==> src/rtl/ct_mmu_pkg.sv <==
// Shared MMU definitions: page-size encodings, default field widths and the
// helper that turns a page size into the number of VPN/PPN bits it passes through.
package ct_mmu_pkg;

    typedef enum logic [1:0] {
        PGS_4K  = 2'd0,
        PGS_2M  = 2'd1,
        PGS_1G  = 2'd2,
        PGS_RSV = 2'd3
    } pgs_e;

    localparam int DEF_VPN_WIDTH  = 27;
    localparam int DEF_PPN_WIDTH  = 28;
    localparam int DEF_FLG_WIDTH  = 14;
    localparam int DEF_ASID_WIDTH = 16;
    localparam int DEF_LVL_WIDTH  = 9;

    // Low address bits that bypass translation for a given page size.
    function automatic int pgs_skip(input logic [1:0] pgs, input int lvl);
        case (pgs)
            PGS_2M:  return lvl;
            PGS_1G:  return 2 * lvl;
            default: return 0;
        endcase
    endfunction

endpackage

==> src/rtl/ct_mmu_dutlb_pgs_entry.sv <==
// One uTLB entry: storage plus per-port lookup comparators and the
// refill-match / invalidate-match terms the array needs for victim and flush.
module ct_mmu_dutlb_pgs_entry
    import ct_mmu_pkg::*;
#(
    parameter int PORT_NUM   = 2,
    parameter int VPN_WIDTH  = DEF_VPN_WIDTH,
    parameter int PPN_WIDTH  = DEF_PPN_WIDTH,
    parameter int FLG_WIDTH  = DEF_FLG_WIDTH,
    parameter int ASID_WIDTH = DEF_ASID_WIDTH,
    parameter int LVL_WIDTH  = DEF_LVL_WIDTH
) (
    input  logic                          utlb_entry_clk,
    input  logic                          cpurst_b,
    input  logic                          wr_en_i,
    input  logic                          clr_i,
    input  logic [VPN_WIDTH-1:0]          upd_vpn_i,
    input  logic [PPN_WIDTH-1:0]          upd_ppn_i,
    input  logic [FLG_WIDTH-1:0]          upd_flg_i,
    input  logic [ASID_WIDTH-1:0]         upd_asid_i,
    input  logic                          upd_g_i,
    input  logic [1:0]                    upd_pgs_i,
    input  logic [PORT_NUM*VPN_WIDTH-1:0] req_vpn_i,
    input  logic [ASID_WIDTH-1:0]         req_asid_i,
    input  logic [VPN_WIDTH-1:0]          inv_vpn_i,
    input  logic [ASID_WIDTH-1:0]         inv_asid_i,
    output logic                          vld_o,
    output logic [PPN_WIDTH-1:0]          ppn_o,
    output logic [FLG_WIDTH-1:0]          flg_o,
    output logic [1:0]                    pgs_o,
    output logic [PORT_NUM-1:0]           hit_o,
    output logic                          upd_hit_o,
    output logic                          va_hit_o,
    output logic                          asid_hit_o
);

    logic                  vld_q;
    logic [VPN_WIDTH-1:0]  vpn_q;
    logic [PPN_WIDTH-1:0]  ppn_q;
    logic [FLG_WIDTH-1:0]  flg_q;
    logic [ASID_WIDTH-1:0] asid_q;
    logic                  g_q;
    logic [1:0]            pgs_q;
    logic [VPN_WIDTH-1:0]  mask_s;

    // Stored page size decides which VPN bits take part in every compare.
    assign mask_s = {VPN_WIDTH{1'b1}} << pgs_skip(pgs_q, LVL_WIDTH);

    // Entry storage; a clear wins over a write, though the array never issues both.
    always_ff @(posedge utlb_entry_clk or negedge cpurst_b) begin
        if (!cpurst_b) begin
            vld_q  <= 1'b0;
            vpn_q  <= '0;
            ppn_q  <= '0;
            flg_q  <= '0;
            asid_q <= '0;
            g_q    <= 1'b0;
            pgs_q  <= 2'd0;
        end else begin
            if (clr_i) begin
                vld_q <= 1'b0;
            end else if (wr_en_i) begin
                vld_q <= 1'b1;
            end else begin
                vld_q <= vld_q;
            end
            if (wr_en_i) begin
                vpn_q  <= upd_vpn_i;
                ppn_q  <= upd_ppn_i;
                flg_q  <= upd_flg_i;
                asid_q <= upd_asid_i;
                g_q    <= upd_g_i;
                pgs_q  <= upd_pgs_i;
            end
        end
    end

    // Per-port lookup match against the shared current ASID.
    always_comb begin
        hit_o = '0;
        for (int p = 0; p < PORT_NUM; p++) begin
            hit_o[p] = vld_q
                     & (((req_vpn_i[p*VPN_WIDTH +: VPN_WIDTH] ^ vpn_q) & mask_s) == '0)
                     & (g_q | (asid_q == req_asid_i));
        end
    end

    // A refill hits this entry only if it would describe exactly the same mapping.
    assign upd_hit_o  = vld_q & (pgs_q == upd_pgs_i)
                      & (((upd_vpn_i ^ vpn_q) & mask_s) == '0)
                      & (g_q == upd_g_i) & (g_q | (asid_q == upd_asid_i));
    assign va_hit_o   = vld_q & (((inv_vpn_i ^ vpn_q) & mask_s) == '0);
    assign asid_hit_o = vld_q & ~g_q & (asid_q == inv_asid_i);

    assign vld_o = vld_q;
    assign ppn_o = ppn_q;
    assign flg_o = flg_q;
    assign pgs_o = pgs_q;

endmodule

==> src/rtl/ct_mmu_dutlb_pgs_array.sv <==
// Multi-page-size data uTLB array: ENTRY_NUM entries, PORT_NUM one-cycle lookup
// ports, refill victim selection with round-robin fallback, and flush control.
module ct_mmu_dutlb_pgs_array
    import ct_mmu_pkg::*;
#(
    parameter int ENTRY_NUM  = 4,
    parameter int PORT_NUM   = 2,
    parameter int VPN_WIDTH  = DEF_VPN_WIDTH,
    parameter int PPN_WIDTH  = DEF_PPN_WIDTH,
    parameter int FLG_WIDTH  = DEF_FLG_WIDTH,
    parameter int ASID_WIDTH = DEF_ASID_WIDTH,
    parameter int LVL_WIDTH  = DEF_LVL_WIDTH
) (
    input  logic                          utlb_entry_clk,
    input  logic                          cpurst_b,
    input  logic [PORT_NUM-1:0]           req_vld,
    input  logic [PORT_NUM*VPN_WIDTH-1:0] req_vpn,
    input  logic [ASID_WIDTH-1:0]         req_asid,
    input  logic                          upd_vld,
    input  logic [VPN_WIDTH-1:0]          upd_vpn,
    input  logic [PPN_WIDTH-1:0]          upd_ppn,
    input  logic [FLG_WIDTH-1:0]          upd_flg,
    input  logic [ASID_WIDTH-1:0]         upd_asid,
    input  logic                          upd_g,
    input  logic [1:0]                    upd_pgs,
    input  logic                          inv_all,
    input  logic                          inv_asid_vld,
    input  logic [ASID_WIDTH-1:0]         inv_asid,
    input  logic                          inv_va_vld,
    input  logic [VPN_WIDTH-1:0]          inv_vpn,
    output logic [PORT_NUM-1:0]           rsp_vld,
    output logic [PORT_NUM-1:0]           rsp_hit,
    output logic [PORT_NUM-1:0]           rsp_multi_hit,
    output logic [PORT_NUM*PPN_WIDTH-1:0] rsp_ppn,
    output logic [PORT_NUM*FLG_WIDTH-1:0] rsp_flg,
    output logic [ENTRY_NUM-1:0]          entry_vld
);

    localparam int PTR_W = (ENTRY_NUM > 1) ? $clog2(ENTRY_NUM) : 1;
    localparam logic [PTR_W-1:0] RR_LAST = PTR_W'(ENTRY_NUM - 1);

    logic [ENTRY_NUM-1:0] e_vld_s;
    logic [ENTRY_NUM-1:0] e_upd_hit_s;
    logic [ENTRY_NUM-1:0] e_va_hit_s;
    logic [ENTRY_NUM-1:0] e_asid_hit_s;
    logic [ENTRY_NUM-1:0] e_wr_s;
    logic [ENTRY_NUM-1:0] e_clr_s;
    logic [PORT_NUM-1:0]  e_hit_s    [ENTRY_NUM];
    logic [PPN_WIDTH-1:0] e_ppn_s    [ENTRY_NUM];
    logic [FLG_WIDTH-1:0] e_flg_s    [ENTRY_NUM];
    logic [1:0]           e_pgs_s    [ENTRY_NUM];
    logic [ENTRY_NUM-1:0] port_hit_s [PORT_NUM];

    logic             inv_any_s;
    logic             refill_s;
    logic             use_rr_s;
    logic [PTR_W-1:0] victim_s;
    logic [PTR_W-1:0] rr_q;
    logic [PTR_W-1:0] rr_d;

    function automatic logic [PTR_W-1:0] lowest_set(input logic [ENTRY_NUM-1:0] vec);
        logic [PTR_W-1:0] idx;
        idx = '0;
        for (int e = ENTRY_NUM - 1; e >= 0; e--) begin
            if (vec[e]) idx = PTR_W'(e);
        end
        return idx;
    endfunction

    // Any invalidate suppresses a same-cycle refill; reserved page sizes are ignored.
    assign inv_any_s = inv_all | inv_asid_vld | inv_va_vld;
    assign refill_s  = upd_vld & ~inv_any_s & (upd_pgs != PGS_RSV);
    assign use_rr_s  = (&e_vld_s) & ~(|e_upd_hit_s);
    assign victim_s  = (|e_upd_hit_s) ? lowest_set(e_upd_hit_s) :
                       (~&e_vld_s)    ? lowest_set(~e_vld_s)    : rr_q;

    // Next round-robin pointer, advancing only when it picked the victim.
    always_comb begin
        if (refill_s && use_rr_s) begin
            rr_d = (rr_q == RR_LAST) ? '0 : rr_q + PTR_W'(1);
        end else begin
            rr_d = rr_q;
        end
    end

    // Round-robin pointer register.
    always_ff @(posedge utlb_entry_clk or negedge cpurst_b) begin
        if (!cpurst_b) begin
            rr_q <= '0;
        end else begin
            rr_q <= rr_d;
        end
    end

    for (genvar ge = 0; ge < ENTRY_NUM; ge++) begin : g_entry
        assign e_wr_s[ge]  = refill_s & (victim_s == PTR_W'(ge));
        assign e_clr_s[ge] = inv_all | (inv_any_s & (~inv_va_vld | e_va_hit_s[ge])
                                                  & (~inv_asid_vld | e_asid_hit_s[ge]));

        ct_mmu_dutlb_pgs_entry #(
            .PORT_NUM   (PORT_NUM),
            .VPN_WIDTH  (VPN_WIDTH),
            .PPN_WIDTH  (PPN_WIDTH),
            .FLG_WIDTH  (FLG_WIDTH),
            .ASID_WIDTH (ASID_WIDTH),
            .LVL_WIDTH  (LVL_WIDTH)
        ) u_entry (
            .utlb_entry_clk (utlb_entry_clk),
            .cpurst_b       (cpurst_b),
            .wr_en_i        (e_wr_s[ge]),
            .clr_i          (e_clr_s[ge]),
            .upd_vpn_i      (upd_vpn),
            .upd_ppn_i      (upd_ppn),
            .upd_flg_i      (upd_flg),
            .upd_asid_i     (upd_asid),
            .upd_g_i        (upd_g),
            .upd_pgs_i      (upd_pgs),
            .req_vpn_i      (req_vpn),
            .req_asid_i     (req_asid),
            .inv_vpn_i      (inv_vpn),
            .inv_asid_i     (inv_asid),
            .vld_o          (e_vld_s[ge]),
            .ppn_o          (e_ppn_s[ge]),
            .flg_o          (e_flg_s[ge]),
            .pgs_o          (e_pgs_s[ge]),
            .hit_o          (e_hit_s[ge]),
            .upd_hit_o      (e_upd_hit_s[ge]),
            .va_hit_o       (e_va_hit_s[ge]),
            .asid_hit_o     (e_asid_hit_s[ge])
        );
    end

    // Regroup entry-major hit bits into one hit vector per port.
    always_comb begin
        for (int p = 0; p < PORT_NUM; p++) begin
            port_hit_s[p] = '0;
            for (int e = 0; e < ENTRY_NUM; e++) begin
                port_hit_s[p][e] = e_hit_s[e][p];
            end
        end
    end

    for (genvar gp = 0; gp < PORT_NUM; gp++) begin : g_port
        logic [VPN_WIDTH-1:0] vpn_s;
        logic [PTR_W-1:0]     idx_s;
        logic [PPN_WIDTH-1:0] pmask_s;
        logic                 vld_q;
        logic                 hit_q;
        logic                 hit_d;
        logic                 multi_q;
        logic                 multi_d;
        logic [PPN_WIDTH-1:0] ppn_q;
        logic [PPN_WIDTH-1:0] ppn_d;
        logic [FLG_WIDTH-1:0] flg_q;
        logic [FLG_WIDTH-1:0] flg_d;

        assign vpn_s   = req_vpn[gp*VPN_WIDTH +: VPN_WIDTH];
        assign idx_s   = lowest_set(port_hit_s[gp]);
        assign pmask_s = {PPN_WIDTH{1'b1}} << pgs_skip(e_pgs_s[idx_s], LVL_WIDTH);

        // Lowest hitting entry supplies data; huge pages pass the page offset through.
        always_comb begin
            multi_d = req_vld[gp] & (|(port_hit_s[gp] & (port_hit_s[gp] - ENTRY_NUM'(1))));
            if (req_vld[gp] && (|port_hit_s[gp])) begin
                hit_d = 1'b1;
                ppn_d = (e_ppn_s[idx_s] & pmask_s) | (PPN_WIDTH'(vpn_s) & ~pmask_s);
                flg_d = e_flg_s[idx_s];
            end else begin
                hit_d = 1'b0;
                ppn_d = '0;
                flg_d = '0;
            end
        end

        // Response registers: one-cycle lookup latency.
        always_ff @(posedge utlb_entry_clk or negedge cpurst_b) begin
            if (!cpurst_b) begin
                vld_q   <= 1'b0;
                hit_q   <= 1'b0;
                multi_q <= 1'b0;
                ppn_q   <= '0;
                flg_q   <= '0;
            end else begin
                vld_q   <= req_vld[gp];
                hit_q   <= hit_d;
                multi_q <= multi_d;
                ppn_q   <= ppn_d;
                flg_q   <= flg_d;
            end
        end

        assign rsp_vld[gp]                           = vld_q;
        assign rsp_hit[gp]                           = hit_q;
        assign rsp_multi_hit[gp]                     = multi_q;
        assign rsp_ppn[gp*PPN_WIDTH +: PPN_WIDTH]    = ppn_q;
        assign rsp_flg[gp*FLG_WIDTH +: FLG_WIDTH]    = flg_q;
    end

    assign entry_vld = e_vld_s;

endmodule

==> config.mk <==
export PLATFORM = sky130hd
export DESIGN_NAME = ct_mmu_dutlb_pgs_array
export DESIGN_NICKNAME = d
export VERILOG_FILES = /design/src/rtl/ct_mmu_pkg.sv /design/src/rtl/ct_mmu_dutlb_pgs_entry.sv /design/src/rtl/ct_mmu_dutlb_pgs_array.sv
export SDC_FILE = /design/constraint.sdc
export NUM_CORES = 1
export LEC_CHECK = 0
export BUFFER_PORTS_ARGS = -buffer_cell sky130_fd_sc_hd__buf_2
export CAP_MARGIN = 20
export CORE_ASPECT_RATIO = 0.5
export CORE_MARGIN = 2
export CORE_UTILIZATION = 40
export CTS_CLUSTER_DIAMETER = 100
export CTS_CLUSTER_SIZE = 16
export DETAILED_ROUTE_END_ITERATION = 7
export PLACE_DENSITY_LB_ADDON = 0.15
export SYNTH_ARGS = -nofsm -noshare
export SYNTH_HDL_FRONTEND = slang
export SYNTH_SLANG_ARGS = --single-unit
==> constraint.sdc <==
create_clock -name utlb_entry_clk -period 4.4 [get_ports utlb_entry_clk]
set_clock_uncertainty 0.2 [all_clocks]
set_input_delay 0.44 -clock utlb_entry_clk [delete_from_list [all_inputs] [get_ports utlb_entry_clk]]
set_output_delay 0.44 -clock utlb_entry_clk [all_outputs]
set_load 0.02 [all_outputs]
== After elaboration in Yosys (flattened, before gate mapping) ==
Index checks and enable logic that the tools add are counted.
Word-level totals
  register bits: 448
  input port bits: 209
  output and inout bits: 94
  word-level logic and storage cells: 310
Operators by class
  add/sub/neg operators: 3
  $lt $le $gt $ge: 2
  equal/unequal tests: 37
  shifts and indexed selects: 6
  mux-type cells: 57
  bitwise operators: 136
  reductions and logical operators: 30
Operators with widths (count)
  $and A27 B27 Y27: 16
  $logic_not A27 Y1: 16
  $xor A27 B27 Y27: 16
  $eq A16 B16 Y1: 12
  $mux W28: 6
  $bmux W28 S2: 2
  $shl A27 B5 Y27 const A: 4
  $mux W14: 6
  $shl A28 B32 Y28 const A: 2
  $and A1 B1 Y1: 61
  $pmux W5 S2: 6
  $and A27 B28 Y28: 2
  $and A28 B28 Y28: 2
  $bmux W14 S2: 2
  $not A28 Y28: 2
  $or A28 B28 Y28: 2
  $mux W2: 23
  $or A1 B1 Y1: 22
  $reduce_or A4 Y1: 5
  $eq A2 B2 Y1 const B: 9
  $eq A2 B1 Y1 const B: 7
  $mux W1: 10
  $and A4 B4 Y4: 2
  $bmux W2 S2: 2
  other kinds (13): 34

== Longest topological paths before layout ==
  word-level depth: 22
  mapped depth: 17
  mapped depth without buffers: 13

== Hierarchy ==
Synthesis repeated with hierarchy kept, for this count alone.
Second synthesis, totals
  cell total of the unflattened synthesis: 2459
  area total of the unflattened synthesis: 27689.1 um^2
By module, submodules not included
  ct_mmu_dutlb_pgs_entry (g_entry[1].u_entry ...): times used 3, cells an instance 446, area each 5283.8 um^2, sequential area each 2227.1 um^2
  ct_mmu_dutlb_pgs_array: times used 1, cells an instance 677, area each 6535.0 um^2, sequential area each 2302.2 um^2
  ct_mmu_dutlb_pgs_entry (g_entry[0].u_entry): times used 1, cells an instance 444, area each 5302.6 um^2, sequential area each 2227.1 um^2

== Worst setup path after synthesis ==
Ideal clock, no wire load.
  path type: input port to flip-flop
  from: input req_vpn[46]
  to: register g_port[1].ppn_q[26]
  setup time: 161 ps
  arrival time: 3907 ps
  data required time: 4039 ps
  slack: 132 ps
  cell stages on the path: 16
  path buffers: 4
  cells stage by stage: buf_2 -> xor2_1 -> nor4_1 -> nand4_1 -> nor4_2 -> o2111ai_2 -> a211oi_4 -> buf_6 -> buf_2 -> a21oi_1 -> mux2_2 -> ha_1 -> and2_1 -> buf_1 -> nor3_1 -> a2111oi_1
On the way
  longest elaborated chain between the ends: 20
  elaborated cells between the ends (all ways): 42
  classes of those cells: 2 x eq/ne; 1 x shift; 12 x mux; 21 x bitwise; 6 x reduce/logical
RTL lines
  start: declaration: RTL line ct_mmu_dutlb_pgs_array.sv:17  | input logic [PORT_NUM*VPN_WIDTH-1:0] req_vpn,
  $xor A27 B27 Y27: RTL line ct_mmu_dutlb_pgs_entry.sv:83  | & (((req_vpn_i[p*VPN_WIDTH +: VPN_WIDTH] ^ vpn_q) & mask_s) == '0)
  $and A27 B27 Y27: RTL line ct_mmu_dutlb_pgs_entry.sv:83
  $logic_not A27 Y1: RTL line ct_mmu_dutlb_pgs_entry.sv:83
  $and A1 B1 Y1: RTL line ct_mmu_dutlb_pgs_entry.sv:83
  $and A1 B1 Y1: RTL line ct_mmu_dutlb_pgs_entry.sv:84  | & (g_q | (asid_q == req_asid_i));
  $mux W2 (4 in a row): RTL line ct_mmu_dutlb_pgs_array.sv:65  | if (vec[e]) idx = PTR_W'(e);
  $not A2 Y3 (implied by the code): RTL line ct_mmu_dutlb_pgs_array.sv:159, ct_mmu_dutlb_pgs_array.sv:166
  $bmux W2 S2: RTL line ct_mmu_dutlb_pgs_array.sv:159  | assign pmask_s = {PPN_WIDTH{1'b1}} << pgs_skip(e_pgs_s[idx_s], LVL_WIDTH);
  $mux W2 (implied by the code) (2 in a row): RTL line ct_mmu_dutlb_pgs_array.sv:159
  $eq A2 B2 Y1 or $eq A2 B1 Y1 (tied branches): RTL line ct_mmu_pkg.sv:20  | case (pgs)
  $pmux W5 S2: RTL line ct_mmu_pkg.sv:20
  $shl A28 B32 Y28: RTL line ct_mmu_dutlb_pgs_array.sv:159
  $not A28 Y28: RTL line ct_mmu_dutlb_pgs_array.sv:166  | ppn_d = (e_ppn_s[idx_s] & pmask_s) | (PPN_WIDTH'(vpn_s) & ~pmask_s);
  $and A27 B28 Y28: RTL line ct_mmu_dutlb_pgs_array.sv:166
  $or A28 B28 Y28: RTL line ct_mmu_dutlb_pgs_array.sv:166
  $mux W28 (*): RTL line ct_mmu_dutlb_pgs_array.sv:164  | if (req_vld[gp] && (|port_hit_s[gp])) begin
  via g_port[1].ppn_d[26]: RTL line ct_mmu_dutlb_pgs_array.sv:153  | logic [PPN_WIDTH-1:0] ppn_d;
  end signal: assignment: RTL line ct_mmu_dutlb_pgs_array.sv:187  | ppn_q <= ppn_d;
  end: declaration: RTL line ct_mmu_dutlb_pgs_array.sv:152  | logic [PPN_WIDTH-1:0] ppn_q;
Mark *: on every way through the listed nets, which the timed path passes. The rest lies on a longest branch. The select of a mux whose other input is x is not followed.
A chain may end at the register's enable or synchronous reset.

== Worst setup path in the final report ==
  from: register g_entry[2].u_entry.vpn_q[15]
  to: register g_entry[3].u_entry.flg_q[5]
On the way
  longest elaborated chain between the ends: 12
  elaborated cells between the ends (all ways): 13
  classes of those cells: 1 x eq/ne; 4 x mux; 6 x bitwise; 2 x reduce/logical
RTL lines
  start: declaration: RTL line ct_mmu_dutlb_pgs_entry.sv:38  | logic [VPN_WIDTH-1:0] vpn_q;
  start signal: assignment: RTL line ct_mmu_dutlb_pgs_entry.sv:68  | vpn_q <= upd_vpn_i;
  $xor A27 B27 Y27 (*): RTL line ct_mmu_dutlb_pgs_entry.sv:90  | & (((upd_vpn_i ^ vpn_q) & mask_s) == '0)
  $and A27 B27 Y27 (*): RTL line ct_mmu_dutlb_pgs_entry.sv:90
  $logic_not A27 Y1 (*): RTL line ct_mmu_dutlb_pgs_entry.sv:90
  $and A1 B1 Y1 (*): RTL line ct_mmu_dutlb_pgs_entry.sv:90
  $and A1 B1 Y1 (*) (2 in a row): RTL line ct_mmu_dutlb_pgs_entry.sv:91  | & (g_q == upd_g_i) & (g_q | (asid_q == upd_asid_i));
  $mux W2 (3 in a row): RTL line ct_mmu_dutlb_pgs_array.sv:65
  $mux W2 (*): RTL line ct_mmu_dutlb_pgs_array.sv:74  | assign victim_s = (|e_upd_hit_s) ? lowest_set(e_upd_hit_s) :
  $eq A2 B2 Y1 (*): RTL line ct_mmu_dutlb_pgs_array.sv:96  | assign e_wr_s[ge] = refill_s & (victim_s == PTR_W'(ge));
  $and A1 B1 Y1 (*): RTL line ct_mmu_dutlb_pgs_array.sv:96
  end signal: assignment: RTL line ct_mmu_dutlb_pgs_entry.sv:70  | flg_q <= upd_flg_i;
  end: declaration: RTL line ct_mmu_dutlb_pgs_entry.sv:40  | logic [FLG_WIDTH-1:0] flg_q;
Every way passes the cells marked *; elsewhere a longest branch is shown, timed or not.

==> impl_metrics.csv <==
group,metric,value,unit
status,status,"completed",
power,ir_drop,0.2523,mV
yosys,synth-seq-cells,448,
floorplan,ioPinCount,303,
sta,fin_ws,132.8,ps
setup_path,cp-start-kind,"register",
yosys,ys_seq_area_share,40.41,%
sta,slew_headroom,43.01,%
sta,slew_viol_final,0,
placed_design,portBuffers,302,
floorplan,die-height,190.2,um
floorplan,die_w,376.4,um
global_route,grt_max_degree,93,
min_path,worstHoldStart,"upd_pgs[1]",
yosys,netlist_area,0.02774,mm2
yosys,post_synth.cell_area_avg,11.08,um2
cts,clockBufferDepth,3,
yosys,yosys.area.top_type_share,40.41,%
drt,ant_nets,0,
sta,worst_pin_slew,847.1,ps
setup_path,end_kind,"register",
cts,cts.sinks,448,
setup_path,slowest_delay,710,ps
final_layout,drive_gt1_share,34.20,%
drt,drcViolationCount,0,
setup_path,path_cells,"buf_4 -> xor2_1 -> nor4_1 -> a41oi_1 -> a2111oi_1 -> a22o_1 -> a31oi_2 -> nor2_1 -> nand2_4 -> buf_12 -> buf_12 -> mux2_2",
yosys,synthCells,2503,
cts,clk_pin_slew,90,ps
cts,root_buffer,"clkbuf_16",
floorplan,dieArea,0.07161,mm2
yosys,synthDistinctLibCells,82,
setup_path,cp_common_cell,"buf_12",
cts,tritoncts,"done",
setup_path,cp-startpoint,"g_entry[2].u_entry.vpn_q[15]",
cts,cts_buffers,31,
global_route,overflow,0,
floorplan,core,0.06875,mm2
setup_path,crit_type,"register to register",
yosys,synthTopCellsByCount,"dfrtp_1 (448), mux2_2 (351), xor2_1 (317), xnor2_1 (315), clkbuf_1 (208)",
floorplan,initial_core_util,40.35,%
job,drv_cap,0,
final_layout,fin_cells,3672,
sta,hold_slack,17.74,ps
sta,setup_violations,0,
drt,num_vias,20555,
global_route,grt_pass1_wl,140700,um
yosys,syn_nets,2725,
drt,first_pass_iters,5,
placed_design,dp_slack,-239.9,ps
global_route,grt_pass1_vias,20701,
placed_design,place.gp.congestion,0.9727,
placed_design,placed_cells,3564,
setup_path,worst_path_max_delay_cell,"nor4_1",
sta,timing.fmax,234.3,MHz
global_route,antenna_found_initial,7,
yosys,yosys_warnings,0,
sta,min_period_over_period,96.98,%
min_path,hold_class,"primary input to register",
drt,drtIter0Drc,1818,
yosys,yosysMostFrequentCell,"dfrtp_1",
yosys,synth_top_cells_by_area,"dfrtp_1 (40%), mux2_2 (14%), xor2_1 (10%)",
cts,clock_tree.htree_level_count,1,
yosys,ys.flop_type,"dfrtp_1",
setup_path,reg2reg_from,"g_entry[2].u_entry.vpn_q[15]",
global_route,grt_usage,26.20,%
drt,post_drt_wl_per_cell,25.80,um
sta,rsz0062_at_grt,"false",
final_layout,final_net_count,2981,
sta,min_period,4267,ps
setup_path,crit_arrival,4570,ps
power,power_density,299.0,mW/mm2
yosys,synth_edf_count,0,
setup_path,worstPathRequired,4700,ps
power,p_leak,14.82,nW
setup_path,critPathMaxFanout,26,
final_layout,area_delta_synth_final,15.94,%
yosys,synth_top_area_cell,"dfrtp_1",
placed_design,hpwlAfterDp,69080,um
floorplan,row_count,68,
yosys,synth-async-reset-ratio,100.0,%
cts,clk_latency,640,ps
drt,viasPerCell,5.598,
drt,routed_wirelength,94740,um
sta,final_hold_viol_count,0,
## registers in the layout, summed over array words and instances, names as in the netlist, 4 cells and up
name and flops:
g_entry.u_entry.g_q 4, g_port.flg_q 28, g_entry.u_entry.ppn_o 112, g_entry.u_entry.flg_o 56, g_entry.u_entry.vld_o 4, g_port.ppn_q 56
g_entry.u_entry.pgs_o 8, g_entry.u_entry.asid_q 64, g_entry.u_entry.vpn_q 108
## kinds of logic after synthesis
kind of cell	after synthesis	share of synthesized area, %
AND/OR/NAND/NOR	356	7.482
multiplexers	431	18.04
buffers and inverters	348	5.615
AO/OA/AOI/OAI	274	7.875
adder cells (fa/ha/maj)	14	0.6224
XOR/XNOR	632	19.95
flip-flops	448	40.41
## final timing paths
check | end | depth (start not counted) | slack [ps]
setup reg to reg | g_entry[3].u_entry.flg_o[5] | 12 | 130
max in group asynchronous | g_entry[1].u_entry.ppn_o[3] | 3 | 2720
min in group asynchronous | g_entry[2].u_entry.flg_o[8] | 2 | 220
hold reg to reg | g_entry[0].u_entry.flg_o[12] | 1 | 330
setup / recovery | g_entry[3].u_entry.flg_o[5] | 12 | 130
hold / removal | g_entry[3].u_entry.pgs_o[1] | 2 | 20
## cell usage in the layout (no fill, tap or decap), types with 16 or more instances in the layout
master / netlist / routed
and2_1: 18 / 18
a211oi_1: 32 / 32
nor2_1: 28 / 26
xor2_1: 317 / 317
o22ai_1: 43 / 43
buf_4: 16 / 161
nor4_1: 60 / 55
nand2_1: 24 / 24
clkbuf_16: 0 / 31
a21oi_1: 37 / 37
nor2b_1: 51 / 51
dfrtp_1: 448 / 448
xnor2_1: 315 / 314
nand3_1: 35 / 35
a2111oi_1: 19 / 18
buf_12: 2 / 19
mux2i_1: 41 / 41
mux2_2: 351 / 351
buf_2: 48 / 302
dlygate4sd3_1: 0 / 71
nor3_1: 32 / 31
a2111oi_0: 19 / 16
nand4_1: 70 / 70
## worst max-delay path, delay by kind of cell (launching register included)
kind | cells | cell delay [ps]
AOI/OAI and AO/OA | 4 | 1280
xor gates and xnor gates | 1 | 160
buffers and inverters | 3 | 620
DFF | 1 | 400
muxes | 1 | 270
and+or+nand+nor | 3 | 1190
## through the flow
| step | utilization (%) | area (um2) | power, mW | TNS [ps] |
|---|---|---|---|---|
| floorplan | - | 27740 | 6.025 | 0 |
| global placement | 44.44 | 30550 | 6.860 | -8524 |
| detailed placement | 44.45 | 30560 | 6.872 | -4643 |
| CTS | 46.63 | 32060 | 9.672 | 0 |
| global route | 46.78 | 32160 | 10.06 | 0 |
| finish | 46.79 | 32160 | 9.617 | 0 |
## metal layers
| metal | wire length [um] | track usage [%] |
|---|---|---|
| met4 | 2120 | 5.462 |
| met2 | 41740 | 39.96 |
| met1 | 44880 | 39.41 |
| met5 | 23 | 0 |
| met3 | 5975 | 3.716 |
## timing repair
action                     in CTS  in global routing
gates resized for setup         3                 17
pin swaps                       0                  5
hold buffers                   71                  0
setup endpoints to repair      16                 45
gates cloned                    0                  0
hold endpoints to repair      298                  0
buffers inserted                0                  1
## layout make-up
| type | instances | area, um2 |
|---|---|---|
| fill | 6480 | 36580 |
| multi-input combinational | 1707 | 15130 |
| sequential | 448 | 11210 |
| timing repair buffer | 555 | 3837 |
| tap | 910 | 1139 |
| clock buffer | 31 | 775.7 |
| inverter | 16 | 60.06 |
| antenna | 5 | 12.51 |
## power by group
group	internal [mW]	total, mW	switching, mW
registers	4.35	4.66	0.314
logic	1.07	2.22	1.15
clock network	1.24	2.73	1.49
total	6.66	9.62	2.96
No activity file was read; power rests on OpenSTA's default activity.
